## src/rtl/bridge_pkg.sv

```systemverilog
// Shared state encoding and status-byte layout for the SPI-to-I2C framing bridge.
// The status byte is only produced when BRIDGE_STATUS_EN is defined.
package bridge_pkg;

    typedef enum logic [2:0] {
        ST_IDLE,
        ST_HDR_LEN,
        ST_COLLECT,
        ST_ISSUE,
        ST_XFER,
        ST_DONE,
        ST_ERR
    } bridge_state_t;

    localparam int unsigned STAT_OVF_BIT  = 0;
    localparam int unsigned STAT_NACK_BIT = 1;
    localparam logic [7:0]  IDLE_FILL     = 8'hFF;

    function automatic logic [7:0] status_byte(input logic nack, input logic ovf);
        logic [7:0] s;
        s                = '0;
        s[STAT_NACK_BIT] = nack;
        s[STAT_OVF_BIT]  = ovf;
        return s;
    endfunction

endpackage

```

## src/rtl/bridge_fifo.sv

```systemverilog
// Synchronous first-word-fall-through FIFO with flush, used for both bridge directions.
// A push into a full FIFO is accepted only when a pop frees the slot in the same cycle.
module bridge_fifo #(
    parameter int unsigned DATA_W = 8,
    parameter int unsigned DEPTH  = 16
) (
    input  logic                    clk_i,
    input  logic                    rst_ni,
    input  logic                    flush_i,
    input  logic                    push_i,
    input  logic [DATA_W-1:0]       wdata_i,
    input  logic                    pop_i,
    output logic [DATA_W-1:0]       rdata_o,
    output logic                    full_o,
    output logic                    empty_o,
    output logic [$clog2(DEPTH):0]  count_o
);

    localparam int unsigned PTR_W = $clog2(DEPTH);

    logic [DATA_W-1:0] mem_q [DEPTH];
    logic [PTR_W-1:0]  wr_ptr_q;
    logic [PTR_W-1:0]  rd_ptr_q;
    logic [PTR_W:0]    count_q;
    logic              do_push;
    logic              do_pop;

    assign empty_o = (count_q == '0);
    assign full_o  = (count_q == (PTR_W + 1)'(DEPTH));
    assign do_pop  = pop_i && !empty_o;
    assign do_push = push_i && (!full_o || do_pop);
    assign rdata_o = mem_q[rd_ptr_q];
    assign count_o = count_q;

    always_ff @(posedge clk_i) begin
        if (do_push) begin
            mem_q[wr_ptr_q] <= wdata_i;
        end
    end

    always_ff @(posedge clk_i) begin
        if (!rst_ni || flush_i) begin
            wr_ptr_q <= '0;
            rd_ptr_q <= '0;
            count_q  <= '0;
        end else begin
            if (do_push) begin
                wr_ptr_q <= wr_ptr_q + 1'b1;
            end
            if (do_pop) begin
                rd_ptr_q <= rd_ptr_q + 1'b1;
            end
            unique case ({do_push, do_pop})
                2'b10:   count_q <= count_q + 1'b1;
                2'b01:   count_q <= count_q - 1'b1;
                default: count_q <= count_q;
            endcase
        end
    end

endmodule

```

## src/rtl/spi_i2c_bridge_ctrl.sv

```systemverilog
// Frames SPI bytes into variable-length I2C transactions and buffers read data for MISO.
// Define BRIDGE_STATUS_EN to append a {nack, overflow} status byte after each transaction.
module spi_i2c_bridge_ctrl
    import bridge_pkg::*;
#(
    parameter int unsigned DATA_W     = 8,
    parameter int unsigned FIFO_DEPTH = 16,
    parameter int unsigned MAX_LEN    = 16,
    parameter int unsigned ADDR_W     = 7
) (
    input  logic                         i_Clk,
    input  logic                         i_Rst_L,
    input  logic                         i_CS_n,
    input  logic                         i_RX_DV,
    input  logic [DATA_W-1:0]            i_RX_Byte,
    output logic                         o_TX_DV,
    output logic [DATA_W-1:0]            o_TX_Byte,
    input  logic                         i_TX_Req,
    output logic                         o_I2C_Start,
    output logic [ADDR_W-1:0]            o_I2C_Addr,
    output logic                         o_I2C_RW,
    output logic [$clog2(MAX_LEN+1)-1:0] o_I2C_Len,
    output logic                         o_I2C_WValid,
    output logic [DATA_W-1:0]            o_I2C_WData,
    input  logic                         i_I2C_WReady,
    input  logic                         i_I2C_RValid,
    input  logic [DATA_W-1:0]            i_I2C_RData,
    input  logic                         i_I2C_Done,
    input  logic                         i_I2C_Nack,
    output logic                         o_Busy,
    output logic                         o_Err
);

    localparam int unsigned     LEN_W     = $clog2(MAX_LEN + 1);
    localparam int unsigned     CNT_W     = $clog2(FIFO_DEPTH) + 1;
    localparam logic [DATA_W-1:0] MAX_LEN_B = DATA_W'(MAX_LEN);

    bridge_state_t     state_q;
    logic [ADDR_W-1:0] addr_q;
    logic              rw_q;
    logic [LEN_W-1:0]  len_q;
    logic              hdr_done_q;
    logic              start_q;
    logic              busy_q;
    logic              err_q;
    logic              tx_dv_q;
    logic [DATA_W-1:0] tx_byte_q;
`ifdef BRIDGE_STATUS_EN
    logic              nack_q;
    logic              ovf_q;
`endif

    logic              rx_take;
    logic              rd_in;
    logic              wr_valid;
    logic [CNT_W-1:0]  len_cnt;

    logic              wf_push, wf_pop, wf_flush, wf_full, wf_empty;
    logic [DATA_W-1:0] wf_rdata;
    logic [CNT_W-1:0]  wf_count;
    logic              rf_push, rf_pop, rf_full, rf_empty;
    logic [DATA_W-1:0] rf_wdata, rf_rdata;
    logic [CNT_W-1:0]  rf_count;
    logic              unused_rf_count;

    assign unused_rf_count = ^rf_count;
    assign len_cnt         = CNT_W'(len_q);

    // The write FIFO doubles as the payload counter: it is always empty on entry to COLLECT.
    always_comb begin
        rx_take  = i_RX_DV && !i_CS_n;
        wf_push  = (state_q == ST_COLLECT) && rx_take && (wf_count != len_cnt) && !wf_full;
        wr_valid = (state_q == ST_XFER) && !rw_q && !wf_empty;
        wf_pop   = wr_valid && i_I2C_WReady;
        wf_flush = (state_q == ST_ERR) || (state_q == ST_DONE) ||
                   ((state_q == ST_XFER) && i_I2C_Done);
        rd_in    = (state_q == ST_XFER) && rw_q && i_I2C_RValid;
        rf_push  = rd_in && !rf_full;
        rf_wdata = i_I2C_RData;
`ifdef BRIDGE_STATUS_EN
        if (state_q == ST_DONE) begin
            rf_push  = !rf_full;
            rf_wdata = DATA_W'(status_byte(nack_q, ovf_q));
        end
`endif
        rf_pop   = i_TX_Req && !rf_empty;
    end

    bridge_fifo #(.DATA_W(DATA_W), .DEPTH(FIFO_DEPTH)) u_wfifo (
        .clk_i   (i_Clk),
        .rst_ni  (i_Rst_L),
        .flush_i (wf_flush),
        .push_i  (wf_push),
        .wdata_i (i_RX_Byte),
        .pop_i   (wf_pop),
        .rdata_o (wf_rdata),
        .full_o  (wf_full),
        .empty_o (wf_empty),
        .count_o (wf_count)
    );

    bridge_fifo #(.DATA_W(DATA_W), .DEPTH(FIFO_DEPTH)) u_rfifo (
        .clk_i   (i_Clk),
        .rst_ni  (i_Rst_L),
        .flush_i (1'b0),
        .push_i  (rf_push),
        .wdata_i (rf_wdata),
        .pop_i   (rf_pop),
        .rdata_o (rf_rdata),
        .full_o  (rf_full),
        .empty_o (rf_empty),
        .count_o (rf_count)
    );

    always_ff @(posedge i_Clk) begin
        if (!i_Rst_L) begin
            state_q    <= ST_IDLE;
            addr_q     <= '0;
            rw_q       <= 1'b0;
            len_q      <= '0;
            hdr_done_q <= 1'b0;
            start_q    <= 1'b0;
            busy_q     <= 1'b0;
            err_q      <= 1'b0;
`ifdef BRIDGE_STATUS_EN
            nack_q     <= 1'b0;
            ovf_q      <= 1'b0;
`endif
        end else begin
            start_q <= 1'b0;
            unique case (state_q)
                ST_IDLE: begin
                    if (rx_take) begin
                        addr_q     <= i_RX_Byte[ADDR_W:1];
                        rw_q       <= i_RX_Byte[0];
                        hdr_done_q <= 1'b0;
                        state_q    <= ST_HDR_LEN;
                    end
                end
                ST_HDR_LEN: begin
                    if (hdr_done_q) begin
                        // Read header complete; wait for the host to close the frame.
                        if (i_CS_n) begin
                            state_q <= ST_ISSUE;
                            start_q <= 1'b1;
                        end
                    end else if (i_CS_n) begin
                        state_q <= ST_ERR;
                    end else if (i_RX_DV) begin
                        if ((i_RX_Byte == '0) || (i_RX_Byte > MAX_LEN_B)) begin
                            state_q <= ST_ERR;
                        end else begin
                            len_q  <= LEN_W'(i_RX_Byte);
                            err_q  <= 1'b0;
                            busy_q <= 1'b1;
                            if (rw_q) begin
                                hdr_done_q <= 1'b1;
                            end else begin
                                state_q <= ST_COLLECT;
                            end
                        end
                    end
                end
                ST_COLLECT: begin
                    if (i_CS_n) begin
                        if (wf_count == len_cnt) begin
                            state_q <= ST_ISSUE;
                            start_q <= 1'b1;
                        end else begin
                            state_q <= ST_ERR;
                        end
                    end else if (i_RX_DV && (wf_count == len_cnt)) begin
                        state_q <= ST_ERR;
                    end
                end
                ST_ISSUE: begin
                    state_q <= ST_XFER;
`ifdef BRIDGE_STATUS_EN
                    nack_q  <= 1'b0;
                    ovf_q   <= 1'b0;
`endif
                end
                ST_XFER: begin
                    if (rd_in && rf_full) begin
                        err_q <= 1'b1;
`ifdef BRIDGE_STATUS_EN
                        ovf_q <= 1'b1;
`endif
                    end
                    if (i_I2C_Done) begin
                        state_q <= ST_DONE;
                        if (i_I2C_Nack) begin
                            err_q <= 1'b1;
                        end
`ifdef BRIDGE_STATUS_EN
                        nack_q  <= i_I2C_Nack;
`endif
                    end
                end
                ST_DONE: begin
                    state_q <= ST_IDLE;
                    busy_q  <= 1'b0;
                end
                ST_ERR: begin
                    err_q <= 1'b1;
                    if (i_CS_n) begin
                        state_q <= ST_IDLE;
                        busy_q  <= 1'b0;
                    end
                end
                default: state_q <= ST_IDLE;
            endcase
        end
    end

    always_ff @(posedge i_Clk) begin
        if (!i_Rst_L) begin
            tx_dv_q   <= 1'b0;
            tx_byte_q <= '0;
        end else begin
            tx_dv_q <= i_TX_Req;
            if (i_TX_Req) begin
                tx_byte_q <= rf_empty ? DATA_W'(IDLE_FILL) : rf_rdata;
            end
        end
    end

    assign o_TX_DV      = tx_dv_q;
    assign o_TX_Byte    = tx_byte_q;
    assign o_I2C_Start  = start_q;
    assign o_I2C_Addr   = addr_q;
    assign o_I2C_RW     = rw_q;
    assign o_I2C_Len    = len_q;
    assign o_I2C_WValid = wr_valid;
    assign o_I2C_WData  = wr_valid ? wf_rdata : '0;
    assign o_Busy       = busy_q;
    assign o_Err        = err_q;

endmodule

```

## config.mk

```make
export PLATFORM = sky130hd
export DESIGN_NAME = spi_i2c_bridge_ctrl
export DESIGN_NICKNAME = d
export VERILOG_FILES = /design/src/rtl/bridge_pkg.sv /design/src/rtl/bridge_fifo.sv /design/src/rtl/spi_i2c_bridge_ctrl.sv
export SDC_FILE = /design/constraint.sdc
export NUM_CORES = 1
export LEC_CHECK = 0
export CAP_MARGIN = 30
export CORE_MARGIN = 2
export CORE_UTILIZATION = 65
export CTS_CLUSTER_DIAMETER = 60
export DETAILED_ROUTE_END_ITERATION = 7
export PLACE_DENSITY = 0.95
export SLEW_MARGIN = 10
export SYNTH_ARGS = -nofsm -noshare
export SYNTH_HDL_FRONTEND = slang
export SYNTH_SLANG_ARGS = --single-unit
export TNS_END_PERCENT = 50
```

## constraint.sdc

```tcl
create_clock -name i_Clk -period 12.3 [get_ports i_Clk]
set_input_delay 3.69 -clock i_Clk [delete_from_list [all_inputs] [get_ports i_Clk]]
set_output_delay 3.69 -clock i_Clk [all_outputs]
set_load 0.03 [all_outputs]
```

Word level (Yosys, flattened, before mapping)

Memory sizes are Yosys's and may differ from the RTL's. A register that Yosys moved wholly into a read port is not among the register bits.
Index checks and enable logic that the tools add are counted.

Bits in registers: 55
Bits in latches: 0
RAM bits: 256
ROM bits: 0
Input bits: 25
Output and inout port bits: 34
Memories: 2

Add/sub/neg operators: 8
Multiply operators: 0
Divide/modulo/power cells: 0
Order comparisons: 1
Eq/ne operators: 25
Shift operators: 0
Mux-type cells: 51
Bitwise operators: 3
Reductions and logical operators: 46

Memory list:

| name          | words | width | read ports | clocked after memory_dff | wr ports | line              | text |
|---|---|---|---|---|---|---|---|
| u_rfifo.mem_q | 16    | 8     | 1          | 1                        | 1        | bridge_fifo.sv:21 | `logic [DATA_W-1:0] mem_q [DEPTH];` |
| u_wfifo.mem_q | 16    | 8     | 1          | 1                        | 1        | bridge_fifo.sv:21 |  |

Operators by type and width:

| operator                                                                         | count |
|---|---|
| 3-bit two-way mux                                                                | 12 |
| 1-bit two-way mux                                                                | 26 |
| 5-bit case mux with 2 select lines                                               | 2 |
| 1-bit logical AND                                                                | 18 |
| 3-bit case mux with 6 select lines                                               | 1 |
| 4-bit by 1-bit adder with 4-bit output (second input constant)                   | 4 |
| 4-bit two-way mux                                                                | 4 |
| 8-bit two-way mux                                                                | 2 |
| 2-bit != test (second input constant)                                            | 7 |
| 5-bit by 1-bit adder with 5-bit output (second input constant)                   | 2 |
| 5-bit == test (second input constant)                                            | 2 |
| 5-bit logical NOT                                                                | 2 |
| 5-bit AND reduction                                                              | 2 |
| 5-bit by 1-bit subtractor with 5-bit output (second input constant)              | 2 |
| 3-bit == test (second input constant)                                            | 3 |
| 8-bit by 5-bit greater-than comparator with 1-bit output (second input constant) | 1 |
| 8-bit logical NOT                                                                | 1 |
| 1-bit logical NOT                                                                | 7 |
| 7-bit AND reduction                                                              | 1 |
| 3-bit by 2-bit == test with 1-bit output (second input constant)                 | 2 |
| 1-bit logical OR                                                                 | 6 |
| 3-bit != test (second input constant)                                            | 2 |
| 1-bit case mux with 3 select lines                                               | 2 |
| 6-bit AND reduction                                                              | 1 |
| other kinds (13)                                                                 | 22 |

Logic depth before layout (Yosys ltp)

Depth after elaboration: 9
Depth in mapped cells: 14

By module

From an unflattened synthesis, not the netlist that was laid out.

Cells, all modules: 826
Area total of the unflattened synthesis: 13176.4 µm²

Modules (own cells, without submodules):

| module              | instances | cells each | area each (µm²) | seq. area each (µm²) |
|---|---|---|---|---|
| bridge_fifo         | 2         | 330        | 5879.4          | 4184.0 |
| spi_i2c_bridge_ctrl | 1         | 166        | 1417.6          | 580.6 |

Worst setup path after synthesis

No wires, ideal clock.

Path kind: in2reg
Start point: input port i_CS_n
End point: register u_wfifo.count_q[4] (netlist: u_wfifo.count_o[4])
Setup time: 0.121 ns
Arrival time: 6.561 ns
Data required time: 12.179 ns
Slack: 5.618 ns
Cell stages on the path: 12
Path through: or3b_4 -> a2111oi_4 -> o21ai_2 -> ha_1 -> clkbuf_1 -> xor2_1 -> ha_1 -> or3b_2 -> a21oi_1 -> o21bai_1 -> a21oi_1 -> mux2_2

Longest elaborated chain between the ends: 8

RTL lines:

| item                                                                      | line                      | text |
|---|---|---|
| start: declaration                                                        | spi_i2c_bridge_ctrl.sv:13 | `input logic i_CS_n,` |
| 1-bit logical NOT *                                                       | spi_i2c_bridge_ctrl.sv:71 | `rx_take = i_RX_DV && !i_CS_n;` |
| 1-bit logical AND *                                                       | spi_i2c_bridge_ctrl.sv:71 |  |
| 1-bit logical AND * (3 in a row)                                          | spi_i2c_bridge_ctrl.sv:72 | `wf_push = (state_q == ST_COLLECT) && rx_take && (wf_count != len_cnt) && !wf_full;` |
| 1-bit logical AND *                                                       | bridge_fifo.sv:31         | `assign do_push = push_i && (!full_o \|\| do_pop);` |
| 2-bit by 1-bit == test with 1-bit output or 2-bit == test (tied branches) | bridge_fifo.sv:53         | `unique case ({do_push, do_pop})` |
| 5-bit case mux with 2 select lines or 2-bit nonzero test (tied branches)  | -                         |  |
| end signal: assignment                                                    | bridge_fifo.sv:54         | `2'b10: count_q <= count_q + 1'b1;` |
| end signal: assignment                                                    | bridge_fifo.sv:55         | `2'b01: count_q <= count_q - 1'b1;` |
| end signal: assignment                                                    | bridge_fifo.sv:56         | `default: count_q <= count_q;` |
| end: declaration                                                          | bridge_fifo.sv:24         | `logic [PTR_W:0] count_q;` |

Mark *: on every way between the ends. The rest lies on a longest branch, timed or not.
A chain may end at the register's enable or synchronous reset.

Worst setup path after layout

Same ends and word-level chain as after synthesis.

==> results.tsv <==
stage	metric	value	unit
outcome	status	completed	
cts	post-cts repair resize count	0	
cts	H-tree depth	1	
cts	clk_lat worst skew	560	ps
drt	wire length on met1	10.3	mm
flow_run	number of max-cap violations	0	
cts	clk sinks	319	
sta	Hold Fails Final Rpt	0	
cts	Root Buffer	clkbuf_16	
layout	antenna cells	0	
layout	Multi-input gate area	3750	sq um
grt	all-layer global routing usage	29.2	%
placed_design	Post-DP HPWL	18.5	mm
drt	Detailed Routing Iterations Pass 1	6	
layout	Core Util, Final	76.4	%
drt	DRT antenna net count	0	
pwr	Leak	4.81	nW
sta	Highest Clock Rate	138	MHz
floorplanning	site row count	51	
critical_path	crit-path max FO	9	
synth	post-synthesis cell count	735	
sta	unrepaired setup endpoints after global routing	no	
grt	largest net degree at the start of global routing	45	
placed_design	PortBufs	58	
sta	Setup TNS	0	ps
synth	register area share after synthesis	69.2	%
synth	Mapped Area	12900	sq um
sta	Max-slew headroom	40.5	%
synth	Yosys top cell area share	59.5	%
synth	commonest cells in the netlist	edfxtp_1, mux4_2, dfxtp_1, clkbuf_1, nor2_1	
drt	via count	7354	
placed_design	dpl ws	4840	ps
synth	number of synthesized flops with an enable pin	256	
grt	initial antenna violation count	0	
critical_path	WP data required	12740	ps
layout	fillers	973	
layout	share of layout cells above drive strength 1	20.2	%
worst_hold_path	worst hold-check path type	flip-flop to flip-flop	
drt	Starting DRT DRC Count	887	
grt	vias in the first global route	7566	
critical_path	register-to-register setup slack	8060	ps
sta	Slew @ Worst Pin	889	ps
floorplanning	Initial Utilization	66.4	%
cts	total CTS buffers	31	
pwr	Tot Pwr	2.25	mW
drt	routed vias/inst	6.70	
floorplanning	die area	21000	sq um
pwr	worst IR drop on VDD	0.000129	V
floorplanning	Ports	59	
synth	Synth cell types	53	
sta	setup violators final	0	
floorplanning	Die Width	145	um
synth	synth top area cells	edfxtp_1, mux4_2, dfxtp_1	
cts	postcts setup bufs	0	
critical_path	CP arrival	7690	ps
sta	Final WS setup	5060	ps
synth	Post-synth top flop	edfxtp_1	
drt	WL per Instance	27.7	um
critical_path	crit end category	flip-flop	
sta	Final Cycle Share	58.9	%
floorplanning	die height	145	um
sta	fin crit period	7240	ps
grt	first-pass GRT wire length	46.3	mm
sta	clk_skew	12.4	ps
synth	asr flop ratio synth	0	%
cts	clock-pin slew on the worst setup and hold paths	60	ps
grt	Overflow after GRT	0	
critical_path	WS Path Type	primary input to flip-flop	
drt	DRC	0	
synth	FF+latch count, synth	319	
synth	Yosys warnings	0	
sta	Slew Limit Fails	0	
sta	WHS	503	ps
drt	Post-Route WL	30.4	mm
cts	CTS tree	yes	
synth	most common cell in the netlist	edfxtp_1	
synth	Mapped Nets	776	
drt	met2 wire len	16.2	mm
floorplanning	Placeable Area	19500	sq um
layout	register area	8950	sq um
synth	leading area contributor after synthesis	edfxtp_1	
placed_design	RePlAce Congestion	0.912	
drt	Met3 Wirelength	2.29	mm
critical_path	type of origin of the critical path	primary input	
layout	Final #Nets	848	
layout	P&R area growth vs syn	15.0	%
synth	Avg Inst Size Synth	17.6	sq um
cts	hold_buf cts	0	
cts	maximum buffer depth of the clock tree	3	
drt	top sig layer	met4	
pwr	PD cells	151	nW/um^2
-- cells by family (layout without fill, tap and decap cells) --
family	count (synthesis)	after routing	synth area share (%)
DFF	319	319	69.2
and+or+nand+nor	155	155	6.67
muxes	99	99	15.4
AOI/OAI and AO/OA	64	64	3.85
buffers and inverters	60	157	1.81
xor gates and xnor gates	22	22	1.49
adders and majority gates	16	16	1.55
-- flip-flops by register name (all words and copies together), names as in the netlist, named ones only --
register / cells
u_rfifo.mem_q: 128
u_wfifo.mem_q: 128
o_TX_Byte: 8
o_I2C_Addr: 7
o_I2C_Len: 5
u_rfifo.count_o: 5
u_wfifo.count_o: 5
u_rfifo.rd_ptr_q: 4
u_rfifo.wr_ptr_q: 4
u_wfifo.rd_ptr_q: 4
u_wfifo.wr_ptr_q: 4
state_q: 3
hdr_done_q: 1
o_Busy: 1
o_Err: 1
o_I2C_RW: 1
o_I2C_Start: 1
o_TX_DV: 1
-- layout by cell type, fill, tap and decap left out, drive strengths merged, types with 2 or more instances in the layout --
master and count:
a211oi 2, nor2b 23, mux4 80, clkbuf 46, nand4b 2, xor2 10, or3 7, o221a 8
or3b 4, nand2 20, edfxtp 256, bufinv 2, nor2 30, and3 3, o21ai 12, nand2b 3
nor3 11, clkinv 7, a21boi 6, xnor2 12, and2 21, mux2i 18, clkdlybuf4s50 58, a22oi 4
nand3b 4, o211ai 4, o2111ai 2, ha 16, inv 20, o311a 2, a21o 3, a21oi 12
nor4 14, nand3 10, dfxtp 63, buf 23
-- path summary, 6_finish.rpt --
path                   start                  to  depth (start not counted)
setup / recovery      i_CS_n  u_wfifo.count_o[4]                         12
hold / removal         o_Err               o_Err                          2
setup reg to reg  state_q[2]  u_wfifo.count_o[4]                         13
hold reg to reg        o_Err               o_Err                          2
-- where the power goes --
part	internal, mW	total (mW)	switching [mW]	leakage, nW
clock network	0.538	0.934	0.396	0.488
registers	1.17	1.19	0.0173	2.81
logic	0.0467	0.120	0.0732	1.51
-- critical path, cell delays in order --
cell and delay, ps:
clkdlybuf4s50_1 530, or3b_4 470, a2111oi_4 500, o21ai_2 250, ha_1 380, xor2_1 200, ha_1 270, or3b_2 480
a21oi_1 160, o21bai_1 90, a21oi_1 250, mux2_2 390
-- area by class of cell --
| type | count | share of cell area (%) |
|---|---|---|
| inverters | 18 | 0.454 |
| well taps | 265 | 2.23 |
| repair buffers | 81 | 5.18 |
| clock inverters | 12 | 0.808 |
| flip-flops and latches | 319 | 60.2 |
| multi-input cells | 356 | 25.2 |
| clock buffers | 46 | 5.93 |
-- routing by layer --
metal	up-vias	GRT usage (%)
met5	-	0
met4	0	11.3
met2	523	52.8
met3	122	4.50
met1	3659	35.7
li1	3050	-
-- metrics by stage --
step / area (sq um) / cells
2_1_floorplan: 12900 / 735
3_3_place_gp: 13800 / 1030
3_5_place_dp: 13900 / 1038
4_1_cts: 14900 / 1096
5_1_grt: 14900 / 1097
6_report: 14900 / 1097
Power figures use the tool's default switching activity.
